`src/rtl/benes_cfg_loader.sv`:
```
// Double-buffered configuration loader for a Benes network: frames fill a shadow
// bank and commit atomically. Optional readback port: BENES_CFG_READBACK_EN.
module benes_cfg_loader #(
  parameter  int NUM_STAGES = 7,
  parameter  int STAGE_W    = 8,
  localparam int IDX_W      = (NUM_STAGES > 1) ? $clog2(NUM_STAGES) : 1
) (
  input  logic               clk,
  input  logic               rst,
  input  logic [STAGE_W-1:0] s_data,
  input  logic               s_valid,
  input  logic               s_last,
  output logic               s_ready,
  input  logic               hold,
  output logic [STAGE_W-1:0] switch_set [NUM_STAGES],
  output logic               cfg_valid,
  output logic               cfg_update,
  output logic               err
`ifdef BENES_CFG_READBACK_EN
  ,
  input  logic [IDX_W-1:0]   rd_idx,
  output logic [STAGE_W-1:0] rd_data
`endif
);

  typedef enum logic [1:0] {LOAD, PEND, ERR} state_t;

  state_t             state;
  logic [IDX_W-1:0]   idx;
  logic [STAGE_W-1:0] shadow [NUM_STAGES];
  logic               accept;
  logic               last_idx;

  assign s_ready  = (state != PEND);
  assign accept   = s_valid && s_ready;
  assign last_idx = (idx == IDX_W'(NUM_STAGES - 1));

  always_ff @(posedge clk or posedge rst) begin
    if (rst) begin
      state      <= LOAD;
      idx        <= '0;
      cfg_valid  <= 1'b0;
      cfg_update <= 1'b0;
      err        <= 1'b0;
      for (int k = 0; k < NUM_STAGES; k++) begin
        shadow[k]     <= '0;
        switch_set[k] <= '0;
      end
    end else begin
      cfg_update <= 1'b0;
      case (state)
        LOAD: if (accept) begin
          // A short frame's partial shadow is simply overwritten by the next frame.
          if (s_last && !last_idx) begin
            err <= 1'b1;
            idx <= '0;
          end else begin
            shadow[idx] <= s_data;
            if (last_idx) begin
              idx <= '0;
              if (s_last) state <= PEND;
              else begin
                err   <= 1'b1;
                state <= ERR;
              end
            end else begin
              idx <= idx + 1'b1;
            end
          end
        end
        ERR: if (accept && s_last) begin
          state <= LOAD;
          idx   <= '0;
        end
        PEND: if (!hold) begin
          for (int k = 0; k < NUM_STAGES; k++) switch_set[k] <= shadow[k];
          cfg_valid  <= 1'b1;
          cfg_update <= 1'b1;
          state      <= LOAD;
        end
        default: state <= LOAD;
      endcase
    end
  end

`ifdef BENES_CFG_READBACK_EN
  always_ff @(posedge clk or posedge rst) begin
    if (rst)                             rd_data <= '0;
    else if (32'(rd_idx) < NUM_STAGES)   rd_data <= switch_set[rd_idx];
    else                                 rd_data <= '0;
  end
`endif

endmodule

```
`config.mk`:
```
export PLATFORM = sky130hd
export DESIGN_NAME = benes_cfg_loader
export DESIGN_NICKNAME = d
export VERILOG_FILES = /design/src/rtl/benes_cfg_loader.sv
export SDC_FILE = /design/constraint.sdc
export NUM_CORES = 1
export LEC_CHECK = 0
export ABC_AREA = 1
export CAP_MARGIN = 20
export CORE_ASPECT_RATIO = 0.8
export CORE_MARGIN = 8
export CORE_UTILIZATION = 55
export CTS_BUF_LIST = sky130_fd_sc_hd__clkbuf_8
export DETAILED_ROUTE_END_ITERATION = 7
export PLACE_DENSITY = 0.89
export SYNTH_ARGS = -nofsm -noshare
export SYNTH_HDL_FRONTEND = slang
export SYNTH_SLANG_ARGS = --single-unit
```
`constraint.sdc`:
```
create_clock -name clk -period 5 [get_ports clk]
set_input_delay 0.5 -clock clk [delete_from_list [all_inputs] [get_ports clk]]
set_output_delay 0.5 -clock clk [all_outputs]
set_load 0.02 [all_outputs]
```
# == Word-level counts from Yosys, hierarchy flattened ==
# Index checks and enable logic that the tools add are counted.
# totals
register_bits,120
inputBits,13
wordCells,68
# op_classes
addsub,1
order_cmp,2
n_eq_ne,10
n_mux,20
bitwise_logic,3
n_reduce_logical,13
# ops
op,count
$bwmux 56,1
$demux 8 s3,1
$mux 2,6
$mux 3,4
$ne 2x2->1 const B,5
$mux 8,1
$pmux 2 s3,1
$pmux 3 s2,1
$reduce_and 3->1,2
$mux 1,5
$reduce_and 5->1,1
$ge 4x4->1 const B,1
$logic_and 1x1->1,4
$lt 4x1->1 const B,1
$ne 2x1->1 const B,2
$not 3->4,1
$reduce_and 4->1,1
$reduce_bool 2->1,2
$add 3x1->3 const B,1
$eq 3x3->1 const B,1
$eq 2x1->1 const B,1
$eq 2x2->1 const B,1
$logic_not 2->1,1
$not 1->1,2
other kinds (2),2

# == Depth between registers and ports, before layout ==
# Gate-level depths: netlist of run 1.
# depth
depth_word,6
mapped_depth,10
depth_no_buf,10

# == Least setup slack after synthesis of run 1 ==
# OpenSTA, ideal clock, no wires.
# synth_timing
kind,register to register
from,register idx[0]
to,register shadow[16] (netlist bit)
arrival_ns,1.472
required_ns,4.883
setup_slack_ns,3.411
stages_incl_launch_ff,11
n_path_buf,1
synth_period_minus_slack_ns,1.589
cell_sequence,dfrtp_1 -> buf_6 -> inv_2 -> nand2_1 -> ha_1 -> inv_1 -> nand2_1 -> nor2_4 -> nand2_1 -> nand2_1 -> nand2_1
# synth_via
elab_chain_cells,6
word_cells_on_any_way,12
# synth_lines
element,line,text
"start, declared",29,logic [IDX_W-1:0] idx;
"start signal, assigned",67,idx <= idx + 1'b1;
$not 3->4 (not written as such),58,shadow[idx] <= s_data;
$ge 4x4->1 (not written as such) or $lt 4x1->1 (tied branches),58,
$logic_and 1x1->1 (not written as such),58,
$mux 8 (not written as such),58,
$demux 8 s3,58,
$bwmux 56,58,
"end signal, assigned by index",58,
"end, declared",30,logic [STAGE_W-1:0] shadow [NUM_STAGES];
# Several ways; a longest one is shown, not always the timed one.
# A chain may end at the register's enable or synchronous reset.

# == Worst setup path after layout of run 1 ==
# layout_timing
from,register state[0]
to,register switch_set[53] (netlist bit)
# layout_via
elab_chain_cells,2
# layout_lines
element,line,text
"start, declared",28,state_t state;
"start signal, assigned",40,state <= LOAD;
"start signal, assigned",61,if (s_last) state <= PEND;
"start signal, assigned",64,state <= ERR;
$eq 2x1->1,51,case (state)
$reduce_and 2->1 (no source line),n/a,
"end signal, assigned by index",47,switch_set[k] <= '0;
"end, declared",15,"output logic [STAGE_W-1:0] switch_set [NUM_STAGES],"
# No other way between the ends.

==> results of run 1 <==
## kinds of logic after synthesis
kind of cell | after synthesis | share of synthesized area [%]
and+or+nand+nor | 288 | 24.7
adders and majority gates | 1 | 0.251
buffers and inverters | 64 | 6.10
DFF | 120 | 60.3
AOI/OAI and AO/OA | 70 | 8.69
## flip-flops by register name (all words and copies together), names as in the netlist
name / flops
cfg_valid: 1
cfg_update: 1
err: 1
shadow: 56
state: 2
idx: 3
switch_set: 56
## Yosys cell counts (all sizes together)
library cell	number	area [sq um]
ha	1	12.5
o21bai	33	248
buf	15	120
nand3b	1	20.0
nor2	14	116
inv	47	176
dfrtp	120	3000
nand2	249	940
nand3	23	148
clkbuf	2	7.51
or2	1	6.26
o21ai	37	185
## cell type report
class,instances,area [sq um]
tap,115,144
timing repair buffer,73,728
clock buffer,17,234
inverter,47,179
fill,678,2730
multi-input combinational,359,1680
clock inverter,15,225
sequential,120,3000
## metal layers
metal  track usage, %  part of all wire [%]  up-vias
li1                 -                     -     1842
met1             25.6                    43     1856
met2             31.6                    47      135
met3             6.80                   9.1       18
met4             7.94                   1.3        0
met5                0                     0        -
## worst max-delay path, cell delays in order, from the launching register on
cell and delay (ps):
dfrtp_1 600, nand3b_4 700, inv_2 640, nand2_1 120, nand2_1 90
## power groups by stage
stage,registers [mW],clock network [mW],logic [mW]
5_1_grt,1.59,1.06,1.48
6_report,1.55,1.01,1.34
3_5_place_dp,1.56,0,1.34
3_3_place_gp,1.54,0,1.29
4_1_cts,1.55,1.01,1.36
2_1_floorplan,1.73,0,0.604
## worst max-delay path by stage
stage,to,slack (ps)
after floorplan,cfg_update,1310
after global placement,cfg_valid,2530
after detailed placement,switch_set[53],2450
after CTS,switch_set[21],2760
after global routing,switch_set[21],2470
final,switch_set[53],2760
## metrics by stage
step	instance area, sq um	utilization (%)	setup WS, ps
final	6190	69.4	2760
after global routing	6190	69.4	2470
after CTS	6190	69.4	2760
after detailed placement	5730	64.2	2450
after global placement	5730	64.2	2530
after floorplan	4980	-	1310
==> impl_metrics.env, run 1 <==
export IMPL_ys_types=21
export IMPL_ios=73
export IMPL_ys_ff_latch=120
export IMPL_first_iter_violations=324
export IMPL_post_cts_resized=0
export IMPL_layout_common_cells="nand2_1 (247), dfrtp_1 (120), clkdlybuf4s50_1 (72), inv_1 (43), o21ai_0 (37)"
export IMPL_power_mw=3.89
export IMPL_port_buffers=72
export IMPL_nNetsFinal=632
export IMPL_placed_cells=714
export IMPL_cts_sinks=120
export IMPL_hold_path_depth=2
export IMPL_drive_above_1_share_pct=8.56
export IMPL_setup_viol=0
export IMPL_finalWirelength_um=11700
export IMPL_hold_class="reg -> reg"
export IMPL_reg2reg_depth=4
export IMPL_switchingPower_mw=1.39
export IMPL_die_height_um=101
export IMPL_post_route_period_util_pct=44.7
export IMPL_comb_power_share_pct=34.5
export IMPL_clk_path_buf_depth=2
export IMPL_cts_root_buffer="clkbuf_8"
export IMPL_rows=31
export IMPL_synth_avg_cell_area_sq_um=9.18
export IMPL_htree_levels=4
export IMPL_worstPathMaxFanout=89
export IMPL_p_leak_nw=3.12
export IMPL_switching_share_pct=35.8
export IMPL_syn_instance_count=543
export IMPL_syn_to_final_growth_pct=24.2
export IMPL_report_final_slew_viol_count=0
export IMPL_final_setup_tns_ps=0
export IMPL_hold_slack_ps=467
export IMPL_grt_remaining_overflow=0
export IMPL_die_x_um=122
export IMPL_reg2reg_slack_ps=2760
export IMPL_worstSetupPathType="reg -> reg"
export IMPL_power_density_nw_per_um2=629
export IMPL_finalCriticalPeriod_ps=2240
export IMPL_holdCritStartpoint="shadow[49]"
export IMPL_endpoint_kind="flip-flop"
export IMPL_fin_skew_ps=9.12
export IMPL_post_cts_buffers=0
export IMPL_antenna_found_initial=0
export IMPL_rsz0062_at_grt="false"
export IMPL_r2r_start="state[0]"
export IMPL_num_vias=3851
export IMPL_start_util_pct=55.8
export IMPL_cts_tree="yes"
export IMPL_max_freq_ghz=0.447
export IMPL_final_common_cell="nand2_1"
export IMPL_worstPathArrival_ps=2600
export IMPL_route_detailed_drc=0
export IMPL_drt_pre_antenna_iters=5
export IMPL_cp_start_kind="flip-flop"
export IMPL_ys_warnings_count=0
export IMPL_sequentialPowerShare_pct=39.7
export IMPL_numCtsBuffers=17
export IMPL_r2r_end="switch_set[53]"
export IMPL_syn_nets=557
export IMPL_final_hold_violation_count=0
export IMPL_wl_per_cell_um=15.7
export IMPL_status="completed"
export IMPL_hold_path_endpoint="switch_set[49]"
export IMPL_max_cap_viol_count=0
export IMPL_ir_drop_mv=0.419
export IMPL_clk_latency_ps=440
export IMPL_place_gp_congestion=0.871
export IMPL_antennaDiodeCount=0
export IMPL_tightest_slew_ps=855
export IMPL_avgViaCountPerCell=5.16
export IMPL_post_dp_hpwl_um=7730
export IMPL_clkPwrFrac_pct=25.8
export IMPL_slew_headroom_pct=43.0
export IMPL_synth_seq_area_share_pct=60.3
export IMPL_grt_max_degree=90
export IMPL_die_area_sq_um=12400
export IMPL_startpoint="state[0]"
export IMPL_core_sq_um=8920
export IMPL_grt_pass1_wl_um=19500
export IMPL_p_int_mw=2.50
export IMPL_grt_pass1_vias=3983
export IMPL_fin_cells=746
export IMPL_track_usage_pct=20.3
export IMPL_worstPathRequired_ps=5370
export IMPL_antenna_left=0
export IMPL_synth_area_sq_um=4980
export IMPL_clk_pin_slew_ps=80
export IMPL_hold_buffers=0
(Power assumes the default switching activity.)
==> run 2: changes to the inputs <==
--- a/config.mk
+++ b/config.mk
@@ -9,10 +9,10 @@
 export CAP_MARGIN = 20
 export CORE_ASPECT_RATIO = 0.8
 export CORE_MARGIN = 8
-export CORE_UTILIZATION = 55
+export CORE_UTILIZATION = 51
 export CTS_BUF_LIST = sky130_fd_sc_hd__clkbuf_8
 export DETAILED_ROUTE_END_ITERATION = 7
-export PLACE_DENSITY = 0.89
+export PLACE_DENSITY = 0.87
 export SYNTH_ARGS = -nofsm -noshare
 export SYNTH_HDL_FRONTEND = slang
 export SYNTH_SLANG_ARGS = --single-unit
==> constraint.sdc (replaced) <==
create_clock -name clk -period 1.8 [get_ports clk]
set_input_delay 0.18 -clock clk [delete_from_list [all_inputs] [get_ports clk]]
set_output_delay 0.18 -clock clk [all_outputs]
set_load 0.02 [all_outputs]
==> run 2 against run 1 <==
Total power grew to 2.6 times the previous value. Global-route usage fell by 1.8 points. Via count rose by 0.55%. Routed wire length is 1.0% lower. Highest routed layer unchanged.
==> impl_metrics.env, run 2 (synthesis gave the netlist of run 1 again) <==
export IMPL_post_route_period_util_pct=91.3
export IMPL_fin_cells=765
export IMPL_ir_drop_mv=0.744
export IMPL_max_freq_ghz=0.609
export IMPL_grt_max_degree=43
export IMPL_final_common_cell="nand2_1"
export IMPL_top_regs="shadow x56, switch_set x56, idx x3"
export IMPL_ios=73
export IMPL_worstPathArrival_ps=1950
export IMPL_worstSetupPathType="reg -> reg"
export IMPL_numCtsBuffers=17
export IMPL_p_leak_nw=3.17
export IMPL_route_detailed_drc=0
export IMPL_antennaDiodeCount=0
export IMPL_wl_per_cell_um=15.1
export IMPL_die_height_um=104
export IMPL_die_x_um=127
export IMPL_layout_common_cells="nand2_1 (246), dfrtp_1 (118), clkdlybuf4s50_1 (71), inv_1 (44), o21ai_0 (37)"
export IMPL_port_buffers=72
export IMPL_finalCriticalPeriod_ps=1640
export IMPL_drive_above_1_share_pct=11.0
export IMPL_final_setup_tns_ps=0
export IMPL_worstPathMaxFanout=8
export IMPL_drt_pre_antenna_iters=5
export IMPL_core_sq_um=9570
export IMPL_post_dp_hpwl_um=8270
export IMPL_antenna_left=0
export IMPL_status="completed"
export IMPL_grt_pass1_wl_um=19700
export IMPL_worstPathRequired_ps=2110
export IMPL_num_vias=3872
export IMPL_setup_viol=0
export IMPL_p_int_mw=6.51
export IMPL_tightest_slew_ps=444
export IMPL_nNetsFinal=647
export IMPL_avgViaCountPerCell=5.06
export IMPL_reg2reg_slack_ps=160
export IMPL_endpoint_kind="flip-flop"
export IMPL_r2r_end="shadow[54]"
export IMPL_start_util_pct=52.1
export IMPL_finalWirelength_um=11600
export IMPL_hold_class="in -> async"
export IMPL_final_hold_violation_count=0
export IMPL_max_cap_viol_count=0
export IMPL_placed_cells=731
export IMPL_rsz0062_at_grt="false"
export IMPL_place_gp_congestion=0.937
export IMPL_clkPwrFrac_pct=21.0
export IMPL_fin_util_pct=65.5
export IMPL_cts_root_buffer="clkbuf_8"
export IMPL_cp_start_kind="flip-flop"
export IMPL_fin_skew_ps=13.1
export IMPL_cts_sinks=120
export IMPL_comb_power_share_pct=37.7
export IMPL_switching_share_pct=36.7
export IMPL_r2r_start="idx[2]"
export IMPL_clk_pin_slew_ps=70
export IMPL_antenna_found_initial=0
export IMPL_syn_to_final_growth_pct=25.8
export IMPL_rows=32
export IMPL_slew_headroom_pct=70.3
export IMPL_clk_path_buf_depth=2
export IMPL_clk_latency_ps=430
export IMPL_grt_remaining_overflow=0
export IMPL_report_final_slew_viol_count=0
export IMPL_die_area_sq_um=13200
export IMPL_grt_pass1_vias=4071
export IMPL_first_iter_violations=287
export IMPL_track_usage_pct=18.4
export IMPL_reg2reg_depth=10
export IMPL_sequentialPowerShare_pct=41.3
export IMPL_startpoint="idx[2]"
export IMPL_cts_tree="yes"
export IMPL_switchingPower_mw=3.78
export IMPL_htree_levels=4
export IMPL_power_density_nw_per_um2=1640
==> run 2: per-stage QoR <==
step / total power [mW] / instance area [sq um] / setup WS, ps / hold slack [ps]
2_1_floorplan: 6.49 / 4990 / 151 / 297
3_3_place_gp: 7.95 / 5880 / 95.4 / 458
3_5_place_dp: 8.15 / 5880 / 43.5 / 460
4_1_cts: 10.3 / 6240 / 33.3 / 123
5_1_grt: 10.9 / 6270 / 42.2 / 137
6_report: 10.3 / 6270 / 157 / 122
==> run 2: metal layers <==
metal	GRT usage, %	share of wire (%)	vias to the layer above
met5	0	0	-
met4	5.40	1.0	0
met3	6.40	9.5	13
met2	30.7	49	141
met1	22.0	40	1855
li1	-	-	1863
==> run 2: cell type report <==
type	instances	area, sq um
tap	119	149
clock inverter	14	111
timing repair buffer	88	890
sequential	120	3010
inverter	47	180
multi-input combinational	359	1680
clock buffer	18	248
fill	780	3300
==> run 2: timing repair <==
| action | in CTS | in global routing |
|---|---|---|
| pin swaps | 0 | 1 |
| hold buffers | 0 | 0 |
| endpoints found under the hold margin | 0 | 0 |
| buffers inserted | 0 | 2 |
| gates cloned | 0 | 0 |
| endpoints found under the setup margin | 1 | 37 |
| resized for setup | 3 | 2 |
==> run 2: worst max path at each step <==
stage                  to  cells past startpoint
5_1_grt        shadow[39]                     10
2_1_floorplan  cfg_update                      1
4_1_cts        shadow[51]                     10
6_report       shadow[54]                     10
3_3_place_gp   shadow[53]                      8
3_5_place_dp   shadow[51]                      8
==> run 2: critical path: stages (launching register included) <==
cell	delay (ps)
dfrtp_1	350
nand2_1	90
inv_1	80
nand2_1	60
ha_1	200
inv_1	110
nand2_1	160
nor2_4	200
nand2_2	140
nand2_1	90
nand2_1	50
==> run 2: power by group through the flow <==
stage	registers [mW]	logic (mW)	clock network, mW
4_1_cts	4.25	3.89	2.18
3_3_place_gp	4.23	3.72	0
6_report	4.25	3.88	2.16
2_1_floorplan	4.81	1.68	0
3_5_place_dp	4.29	3.86	0
5_1_grt	4.37	4.28	2.30
==> run 3: changes to the inputs <==
--- a/config.mk
+++ b/config.mk
@@ -7,12 +7,15 @@
 export LEC_CHECK = 0
 export ABC_AREA = 1
 export CAP_MARGIN = 20
+export CELL_PAD_IN_SITES_DETAIL_PLACEMENT = 1
+export CELL_PAD_IN_SITES_GLOBAL_PLACEMENT = 2
 export CORE_ASPECT_RATIO = 0.8
 export CORE_MARGIN = 8
-export CORE_UTILIZATION = 51
+export CORE_UTILIZATION = 31
 export CTS_BUF_LIST = sky130_fd_sc_hd__clkbuf_8
 export DETAILED_ROUTE_END_ITERATION = 7
-export PLACE_DENSITY = 0.87
+export PLACE_DENSITY = 0.86
+export SETUP_SLACK_MARGIN = 0.02
 export SYNTH_ARGS = -nofsm -noshare
 export SYNTH_HDL_FRONTEND = slang
 export SYNTH_SLANG_ARGS = --single-unit
==> run 3 against run 2 <==
Utilization fell by 25 points. Clock skew is 3.7 ps lower. Sequential power hardly changed. Die area rose by 55%. First-iteration DRC count is 41% lower. Register-to-register slack about the same. Critical path type is now reg -> out. Sequential share of layout area down 0.86 points. Highest routed layer unchanged. Via count grew 0.28%. Largest cell class unchanged. Largest power group unchanged. Combinational power up 1%.
==> impl_metrics.env, run 3 (synthesis gave the netlist of run 1 again) <==
export IMPL_status="completed"
export IMPL_post_dp_hpwl_um=9450
export IMPL_power_density_nw_per_um2=1640
export IMPL_cts_root_buffer="clkbuf_8"
export IMPL_grt_remaining_overflow=0
export IMPL_report_final_slew_viol_count=0
export IMPL_htree_levels=4
export IMPL_die_x_um=158
export IMPL_num_vias=3883
export IMPL_place_gp_congestion=0.784
export IMPL_setup_viol=0
export IMPL_finalWirelength_um=13400
export IMPL_r2r_end="shadow[6]"
export IMPL_numCtsBuffers=17
export IMPL_grt_max_degree=77
export IMPL_multiInputGateArea_sq_um=1680
export IMPL_avgViaCountPerCell=4.53
export IMPL_startpoint="switch_set[44]"
export IMPL_track_usage_pct=14.1
export IMPL_nNetsFinal=645
export IMPL_layout_common_cells="nand2_1 (244), dfrtp_1 (118), clkdlybuf4s50_1 (71), inv_1 (43), o21ai_0 (37)"
export IMPL_clk_latency_ps=430
export IMPL_regArea_sq_um=3010
export IMPL_post_route_period_util_pct=91.1
export IMPL_rows=41
export IMPL_p_leak_nw=3.18
export IMPL_cp_depth=1
export IMPL_port_buffers=72
export IMPL_start_util_pct=31.6
export IMPL_core_sq_um=15700
export IMPL_fin_skew_ps=9.38
export IMPL_placed_cells=824
export IMPL_crit_path_end="switch_set[44]"
export IMPL_cts_sinks=120
export IMPL_path_delay_family="buffers and inverters"
export IMPL_clk_path_buf_depth=2
export IMPL_drive_above_1_share_pct=11.0
export IMPL_finalCriticalPeriod_ps=1640
export IMPL_ios=73
export IMPL_grt_pass1_vias=4232
export IMPL_cp_num_buf_inv=1
export IMPL_top_regs="shadow x56, switch_set x56, idx x3"
export IMPL_route_detailed_drc=0
export IMPL_cp_start_kind="flip-flop"
export IMPL_antenna_found_initial=0
export IMPL_worstPathMaxFanout=2
export IMPL_fin_cells=858
export IMPL_max_cap_viol_count=0
export IMPL_r2r_start="idx[1]"
export IMPL_antenna_left=0
export IMPL_power_mw=10.4
export IMPL_worstPathArrival_ps=1460
export IMPL_wl_per_cell_um=15.6
export IMPL_ir_drop_mv=0.740
export IMPL_critical_path_max_stage_delay_ps=630
export IMPL_drt_pre_antenna_iters=4
export IMPL_endpoint_kind="output port"
export IMPL_clk_pin_slew_ps=70
export IMPL_die_area_sq_um=20400
export IMPL_rsz0062_at_grt="false"
export IMPL_worstSetupPathType="reg -> out"
export IMPL_crit_chain="clkdlybuf4s50_1"
export IMPL_max_freq_ghz=0.610
export IMPL_antennaDiodeCount=0
export IMPL_die_height_um=129
export IMPL_syn_to_final_growth_pct=28.1
export IMPL_tightest_slew_ps=506
export IMPL_final_common_cell="nand2_1"
export IMPL_reg2reg_depth=9
export IMPL_worstPathRequired_ps=1620
export IMPL_reg2reg_slack_ps=160
export IMPL_slowest_stage="clkdlybuf4s50_1"
export IMPL_grt_pass1_wl_um=22200
export IMPL_first_iter_violations=168
export IMPL_fillers=1837
export IMPL_hold_class="in -> async"
export IMPL_final_hold_violation_count=0
export IMPL_cts_tree="yes"
export IMPL_slew_headroom_pct=66.1
==> run 3: changes by cell type in the layout (fill, tap and decap cells not counted), sizes merged <==
cell,previous run,this run
clkinv,8,6
clkbuf,18,21
clkinvlp,4,2
buf,16,14
==> run 3: worst min-delay path by stage <==
stage | startpoint | endpoint | slack [ps] | cells past startpoint
final | rst | switch_set[53] | 220 | 3
after global routing | rst | switch_set[51] | 270 | 3
after CTS | rst | switch_set[51] | 230 | 3
after detailed placement | shadow[55] | shadow[55] | 460 | 2
after global placement | shadow[5] | shadow[5] | 460 | 2
after floorplan | s_data[0] | shadow[0] | 300 | 2
==> run 3: stage by stage <==
stage / setup WS [ps] / cell area (sq um) / hold WS [ps] / setup TNS [ps] / utilization (%)
6_report: 160 / 6380 / 218 / 0 / 40.5
2_1_floorplan: 151 / 4990 / 297 / 0 / -
3_5_place_dp: -20.5 / 5980 / 462 / -60.9 / 38.0
5_1_grt: 30.2 / 6380 / 266 / 0 / 40.5
4_1_cts: 34.5 / 6350 / 234 / 0 / 40.3
3_3_place_gp: 64.2 / 5980 / 463 / 0 / 38.0
==> run 3: timing repair <==
action | CTS | global route
buffers inserted | 0 | 3
pin swaps | 1 | 2
resized for setup | 3 | 4
endpoints found under the setup margin | 3 | 54
hold buffers | 0 | 0
gates cloned | 0 | 0
==> run 3: cell type report <==
class,instances,area share (%)
Clock buffer,21,4.53
Clock inverter,10,1.24
Inverter,47,2.82
Multi-Input combinational cell,359,26.4
Sequential cell,120,47.1
Tap cell,215,4.22
Timing Repair Buffer,86,13.7
==> run 3: worst min-delay path, delay by kind of cell <==
| kind | cells | cell delay [ps] |
|---|---|---|
| buffers and inverters | 3 | 850 |
==> run 3: power by group <==
part	switching (mW)	total, mW	internal (mW)	leakage, nW
Combinational	2.24	3.92	1.68	1.48
Clock	1.05	2.26	1.21	0.200
Sequential	0.523	4.25	3.73	1.50
==> run 3: routing by layer <==
metal	vias up	routed length, um	GRT usage [%]
li1	1869	-	-
met1	1921	6090	17.7
met2	79	6430	22.8
met3	14	756	4.46
met4	0	133	4.47
met5	-	0	0
==> RTL change, RTL diff (config.mk and constraints of run 2) <==
Build with the macro `BENES_CFG_READBACK_EN` defined.
--- a/src/rtl/benes_cfg_loader.sv
+++ b/src/rtl/benes_cfg_loader.sv
@@ -1,5 +1,7 @@
 // Double-buffered configuration loader for a Benes network: frames fill a shadow
 // bank and commit atomically. Optional readback port: BENES_CFG_READBACK_EN.
+`define BENES_CFG_READBACK_EN
+
 module benes_cfg_loader #(
   parameter  int NUM_STAGES = 7,
   parameter  int STAGE_W    = 8,
Ports: changed (added rd_data and rd_idx); port bits go from 73 to 84. The function was not compared with the original's and may differ.
==> RTL change against run 2 <==
- design area rose by 14%
- largest power group unchanged
- power grew 15%
- global-route usage increased by 2.8 points
- synthesized area increased by 15%
- wire length is 31% higher
- clock power increased by 19%
- sequential cell count is 8 higher
- highest routed layer unchanged
- worst setup slack lost 0.028 ns
==> RTL change: results (changes against run 2) <==
| Metric | Value |
|---|---|
| Largest registers | shadow (56), switch_set (56), rd_data (8) |
| Place WS | 0.00315 ns (-0.0403 ns) |
| Largest net degree at the start of global routing | 99 (+130%) |
| Measured slew at the worst slew-check pin | 0.542 ns (+0.0983 ns) |
| Placed Cells | 897 (+23%) |
| RR Endpoint | shadow[9] |
| Switching Share | 38.3% (+1.6 points) |
| WL final | 15.2 mm (+31%) |
| Number of global-route vias before repair | 4959 (+22%) |
| Initial drt markers | 437 (+52%) |
| Worst r2r src | idx[1] |
| CP peak stage delay | 0.63 ns (+0.28 ns) |
| Post-synth cell types | 27 (+29%) |
| GRT Total Usage | 21.2% (+2.8 points) |
| Synthesized net count | 698 (+25%) |
| Post-Syn Instances | 681 (+25%) |
| Synth top area cells | dfrtp_1 56%, nand2_1 21%, o21ai_1 5.6% |
| Worst vdd ir | 1.01 mV (+36%) |
| Share of layout cells above drive strength 1 | 11.0% (-0.021 points) |
| Drt pass-1 iters | 6 (+1) |
| First-pass GRT wire length | 25.1 mm (+27%) |
| Clock skew | 0.00929 ns (-0.00378 ns) |
| Slowest cell on crit path | clkdlybuf4s50_1 |
| Status | finished, final reports clean |
| Fillers | 853 (+9.4%) |
| Vias after detailed routing | 4909 (+27%) |
| R2r setup slk | 0.14 ns (-0.02 ns) |
| CP delay by family, top | buffers and inverters |
| Sequential-to-total area share from yosys stat | 55.7% (-4.5 points) |
| CP max FO | 3 (-5) |
==> RTL change: metal layers <==
layer | GRT usage, % | part of all wire (%) | up-vias
met5 | 0 | 0 | -
met4 | 8.07 | 2.1 | 0
met3 | 5.80 | 9.7 | 30
met2 | 32.9 | 47 | 236
met1 | 27.6 | 41 | 2335
li1 | - | - | 2308
==> RTL change: kinds of logic (layout without fill, tap and decap cells) <==
| kind of cell | count (synthesis) | after routing | share of synthesized area, % |
|---|---|---|---|
| buffers and inverters | 83 | 186 | 6.66 |
| and+or+nand+nor | 383 | 383 | 29.3 |
| DFF | 128 | 128 | 55.7 |
| adders and majority gates | 1 | 1 | 0.218 |
| AOI/OAI and AO/OA | 86 | 86 | 8.06 |
==> RTL change: per-stage QoR <==
stage | utilization [%] | cell area, µm²
2_1_floorplan | - | 5750
3_3_place_gp | 61.7 | 6740
3_5_place_dp | 61.7 | 6740
4_1_cts | 65.5 | 7160
5_1_grt | 65.5 | 7160
6_report | 65.5 | 7160
==> RTL change: timing repair <==
action / CTS / global route
endpoints found under the setup margin: 1 / 2
pin swaps: 0 / 1
gates cloned: 0 / 0
setup buffers: 0 / 0
gates resized for setup: 3 / 0
==> RTL change: worst max path at each step <==
stage | slack, ns | from | depth (start not counted) | end
6_report | 0.13 | switch_set[32] | 1 | switch_set[32]
5_1_grt | 0.005 | idx[2] | 10 | shadow[20]
4_1_cts | 0.10 | switch_set[24] | 1 | switch_set[24]
3_5_place_dp | 0.003 | s_last | 7 | shadow[4]
3_3_place_gp | 0.1 | s_last | 8 | shadow[19]
2_1_floorplan | 0.04 | rst | 1 | cfg_update
==> RTL change: final cells by class <==
| type | count | area, µm² | share of cell area [%] |
|---|---|---|---|
| tap | 144 | 180 | 2.52 |
| sequential | 128 | 3210 | 44.8 |
| clock buffer | 20 | 275 | 3.84 |
| inverter | 58 | 226 | 3.16 |
| clock inverter | 11 | 139 | 1.94 |
| timing repair buffer | 97 | 972 | 13.6 |
| multi-input combinational | 470 | 2160 | 30.2 |
==> RTL change: power groups by stage <==
stage          sequential (mW)  combinational [mW]  clock, mW
2_1_floorplan             5.33                1.92          0
3_3_place_gp              4.70                4.44          0
3_5_place_dp              4.74                4.58          0
4_1_cts                   4.70                4.61       2.59
5_1_grt                   4.83                5.01       2.72
6_report                  4.72                4.56       2.57
